===== config.mk =====
export PLATFORM = sky130hd
export DESIGN_NAME = pipeline_rc_adder
export DESIGN_NICKNAME = d
export VERILOG_FILES = /design/src/rtl/pipeline_rc_adder.sv
export SDC_FILE = /design/constraint.sdc
export NUM_CORES = 1
export LEC_CHECK = 0
export ABC_AREA = 1
export CORE_ASPECT_RATIO = 0.75
export CORE_MARGIN = 1
export CORE_UTILIZATION = 45
export CTS_CLUSTER_SIZE = 10
export DETAILED_ROUTE_END_ITERATION = 6
export PLACE_DENSITY = 0.71
export SLEW_MARGIN = 20
export SYNTH_ARGS = -nofsm -noshare
export SYNTH_HDL_FRONTEND = slang
export SYNTH_SLANG_ARGS = --single-unit

===== constraint.sdc =====
create_clock -name clk -period 28.8 [get_ports clk]
set_clock_uncertainty 0.2 [all_clocks]
set_input_delay 2.88 -clock clk [delete_from_list [all_inputs] [get_ports clk]]
set_output_delay 2.88 -clock clk [all_outputs]
set_load 0.01 [all_outputs]

===== src/rtl/pipeline_rc_adder.sv =====
// Pipelined ripple-carry adder: sum/cout = a + b + cin, split into STAGES equal ripple slices.
// Latency: operands sampled at edge t produce sum/cout after edge t+STAGES-1; one result per clock.
// Backpressure: none; a new operand set is accepted every cycle and the pipeline never stalls.
module pipeline_rc_adder #(
    parameter int WIDTH  = 64,
    parameter int STAGES = 4
) (
    input  logic             clk,
    input  logic             rst,
    input  logic [WIDTH-1:0] a,
    input  logic [WIDTH-1:0] b,
    input  logic             cin,
    output logic [WIDTH-1:0] sum,
    output logic             cout
);

    // Bits handled by each slice.
    localparam int W = WIDTH / STAGES;

    // Reject parameter sets that cannot be split into equal slices.
    if ((STAGES < 1) || ((WIDTH % STAGES) != 0)) begin : g_param_check
        $error("pipeline_rc_adder: WIDTH must be a positive multiple of STAGES");
    end

    // W-bit ripple-carry chain of full adders; returns {carry_out, partial_sum}.
    function automatic logic [W:0] rca_slice(
        input logic [W-1:0] x,
        input logic [W-1:0] y,
        input logic         c0
    );
        logic [W-1:0] s;
        logic         c;
        s = '0;
        c = c0;
        for (int i = 0; i < W; i++) begin
            s[i] = x[i] ^ y[i] ^ c;
            c    = (x[i] & y[i]) | (x[i] & c) | (y[i] & c);
        end
        return {c, s};
    endfunction

    // Stage k adds slice k. Operand bits still to be added travel right-aligned
    // (slice k+1 at bit 0) so every stage reads its slice from the bottom, and the
    // finished partial sums grow from the bottom as the deskew register.
    for (genvar k = 0; k < STAGES; k++) begin : g_stage
        logic [WIDTH-k*W-1:0] up_a;
        logic [WIDTH-k*W-1:0] up_b;
        logic                 c_in;
        logic [W:0]           slice_res;
        logic [(k+1)*W-1:0]   sum_d;
        logic [(k+1)*W-1:0]   sum_q;
        logic                 carry_d;
        logic                 carry_q;

        if (k == 0) begin : g_src
            // First stage reads the live operands and carry-in.
            always_comb begin
                up_a = a;
                up_b = b;
                c_in = cin;
            end

            // First slice starts the deskewed sum.
            always_comb begin
                sum_d = slice_res[W-1:0];
            end
        end else begin : g_src
            // Later stages read the operand bits and carry delayed by the previous stage.
            always_comb begin
                up_a = g_stage[k-1].g_ops.opa_q;
                up_b = g_stage[k-1].g_ops.opb_q;
                c_in = g_stage[k-1].carry_q;
            end

            // Append this slice above the lower partial sums of the same operand set.
            always_comb begin
                sum_d = {slice_res[W-1:0], g_stage[k-1].sum_q};
            end
        end

        // Ripple-add this stage's slice with the incoming carry.
        always_comb begin
            slice_res = rca_slice(up_a[W-1:0], up_b[W-1:0], c_in);
            carry_d   = slice_res[W];
        end

        // Partial sum and slice carry registers, cleared immediately by reset.
        always_ff @(posedge clk or posedge rst) begin
            if (rst) begin
                sum_q   <= '0;
                carry_q <= 1'b0;
            end else begin
                sum_q   <= sum_d;
                carry_q <= carry_d;
            end
        end

        if (k < STAGES - 1) begin : g_ops
            logic [WIDTH-(k+1)*W-1:0] opa_d;
            logic [WIDTH-(k+1)*W-1:0] opa_q;
            logic [WIDTH-(k+1)*W-1:0] opb_d;
            logic [WIDTH-(k+1)*W-1:0] opb_q;

            // Drop the slice consumed here and forward the upper operand bits.
            always_comb begin
                opa_d = up_a[WIDTH-k*W-1:W];
                opb_d = up_b[WIDTH-k*W-1:W];
            end

            // Delayed upper operand bits, aligned with this stage's carry.
            always_ff @(posedge clk or posedge rst) begin
                if (rst) begin
                    opa_q <= '0;
                    opb_q <= '0;
                end else begin
                    opa_q <= opa_d;
                    opb_q <= opb_d;
                end
            end
        end
    end

    assign sum  = g_stage[STAGES-1].sum_q;
    assign cout = g_stage[STAGES-1].carry_q;

endmodule


==> results.json <==
{
  "path_clk_slew_ns": 0.05,
  "ys_seq_area_frac": 0.861,
  "layout_min_cycle_time_ns": 9.37,
  "fin_crit_sh": 0.325,
  "vias_per_cell": 4.24,
  "die_h_um": 133,
  "setup_tns_ns": 0,
  "synth_top_family_by_area": "adder cells",
  "maxSlewViolCount": 0,
  "synth_area_um2": 10300,
  "ant_nets": 0,
  "post-route-drc-count": 0,
  "final_hold_viol_count": 0,
  "synth_compound_area_frac": 0,
  "synthAdderAreaFrac": 0.124,
  "fmax_mhz": 107,
  "grt_pass1_wl_mm": 25.1,
  "vias": 4224,
  "post_cts_buffers": 0,
  "synth_cell_types": 3,
  "ios": 196,
  "start_util": 0.464,
  "yosysMostFrequentCell": "dfrtp_1",
  "start_kind": "input pin",
  "cts_buffers": 41,
  "slowest_stage": "fa_1",
  "grt_max_degree": 162,
  "worst_slack_ns": 19.43,
  "slew_headroom": 0.460,
  "critical-path-max-stage-delay_ns": 0.41,
  "crit_required_ns": 29.04,
  "path_delay_family": "adder cells",
  "post_drt_wl_per_cell_um": 15.1,
  "drv_cap": 0,
  "ys_ff_latch": 356,
  "routed_wl_mm": 15.0,
  "crit_path_max_fanout": 1,
  "tightest_slew_ns": 0.810,
  "ys.warnings.count": 0,
  "cts_max_level": 2,
  "synth_top_area_cell": "dfrtp_1",
  "syn_area_per_cell_um2": 22.4,
  "hold_buffers": 0,
  "final_layout_size_suffix_gt1_frac": 0.0683,
  "pre_cts_slack_ns": 18.84,
  "worst_ep_arrival_time_ns": 9.61,
  "cts_root_buf": "clkbuf_16",
  "cts_buffer_depth": 3,
  "cts_resized": 0,
  "path_cells": "clkdlybuf4s50_1 -> inv_1 -> fa_1 -> inv_1 -> fa_1 -> fa_1 -> fa_1 -> fa_1 -> fa_1 -> fa_1 -> fa_1 -> fa_1 -> fa_1 -> fa_1 -> fa_1 -> fa_1 -> fa_1 -> fa_1 -> inv_1 -> fa_1 -> inv_1",
  "yosys.area.top_type_share": 0.861,
  "synth_common_cells": "dfrtp_1 (356), fa_1 (64), inv_1 (41)",
  "portBuffers": 195,
  "synth-simple-area-share": 0,
  "hpwl_mm": 9.70,
  "postSynth.asyncResetShare": 1.00,
  "cts_tree": "done",
  "num_rows": 47,
  "area_growth_pct": 33.6,
  "antenna_found_initial": 0,
  "postLayoutCellArea_um2": 13800,
  "clock-sinks": 356,
  "cp-end-kind": "flop",
  "clkLatencyLatePin_ns": 0.50,
  "muxShareOfSynthArea": 0,
  "synth-edff-count": 0,
  "power_density_nw_per_um2": 80.9,
  "n_antenna_cell": 0,
  "nFillCells": 1550,
  "synth-xor-area-share": 0,
  "grt_pass1_vias": 5027,
  "nets": 896,
  "first_pass_iters": 2,
  "crit_buf_inv": 5,
  "dieWidth_um": 177,
  "synth_area_leaders": "dfrtp_1 (86%), fa_1 (12%), inv_1 (1.5%)",
  "cp_common_cell": "fa_1",
  "core_area_um2": 22300,
  "hold_slack_ns": 0.140,
  "dpl-instance-area_um2": 12700,
  "ir_drop_mv": 0.0509,
  "syn_inst": 461,
  "hold_path.class": "reg2reg",
  "grt_setup_unrepaired": "false",
  "critical_path_class": "in2reg",
  "grt_overflow": 0,
  "synth_flop_cell": "dfrtp_1",
  "setup_viol": 0,
  "gp_congestion": 0.723,
  "synth_fp_nets": 656,
  "drt_iter0_markers": 116,
  "grtUsageTotal": 0.140,
  "p_leak_uw": 0.00616,
  "die_area_um2": 23600,
  "outcome": "complete, no violations"
}
layer usage:
| metal | GRT usage | vias to the layer above | wire [µm] |
|---|---|---|---|
| met3 | 0.0471 | 39 | 1200 |
| met5 | 0 | - | 0 |
| met4 | 0.0565 | 0 | 396 |
| met1 | 0.182 | 2207 | 6010 |
| met2 | 0.219 | 139 | 7410 |
| li1 | - | 1839 | - |
worst paths after layout:
check | from | to | slack, ns | cells after the start
setup reg to reg | g_stage[1].carry_q$_DFF_PP0_ | g_stage[2].sum_q[47]$_DFF_PP0_ | 21.68 | 20
min in group asynchronous | rst | sum[12]$_DFF_PP0_ | 2.70 | 2
hold / removal | g_stage[2].sum_q[39]$_DFF_PP0_ | sum[39]$_DFF_PP0_ | 0.14 | 0
hold reg to reg | g_stage[2].sum_q[39]$_DFF_PP0_ | sum[39]$_DFF_PP0_ | 0.14 | 0
setup / recovery | a[0] | g_stage[0].sum_q[15]$_DFF_PP0_ | 19.43 | 21
max in group asynchronous | rst | g_stage[2].g_ops.opb_q[1]$_DFF_PP0_ | 23.75 | 4
layout make-up:
type	count	area [µm²]	share of cell area
clock inverters	2	38.8	0.00281
clock buffers	43	1080	0.0779
multi-input cells	64	1280	0.0927
well taps	294	368	0.0266
flip-flops and latches	356	8910	0.645
repair buffers	197	1980	0.144
inverters	41	161	0.0117
state kept, by name, indices dropped and copies added, names as in the netlist:
register             count
g_stage.g_ops.opb_q     96
cout                     1
sum                     64
g_stage.carry_q          3
g_stage.sum_q           96
g_stage.g_ops.opa_q     96
placed cells by master (no fill, tap or decap):
cell,instances
inv_6,1
bufinv_16,1
inv_1,40
clkdlybuf4s50_1,195
clkbuf_16,43
dfrtp_1,356
buf_6,1
buf_12,1
inv_8,1
fa_1,64
per-stage QoR:
stage | instances | total power [µW] | utilization
3_5_place_dp | 952 | 688 | 0.570
4_1_cts | 997 | 1140 | 0.620
5_1_grt | 997 | 1170 | 0.620
2_1_floorplan | 461 | 615 | -
6_report | 997 | 1120 | 0.620
3_3_place_gp | 952 | 682 | 0.570
where the power goes:
part | total, µW | switching [µW] | internal [µW]
registers | 578 | 17.7 | 560
clock network | 441 | 171 | 270
logic | 98.7 | 41.8 | 56.9
total | 1120 | 231 | 887
cell families after synthesis:
kind of cell / Yosys count
adders and majority gates: 64
buffers and inverters: 41
DFF: 356
Power figures use the tool's default switching activity.
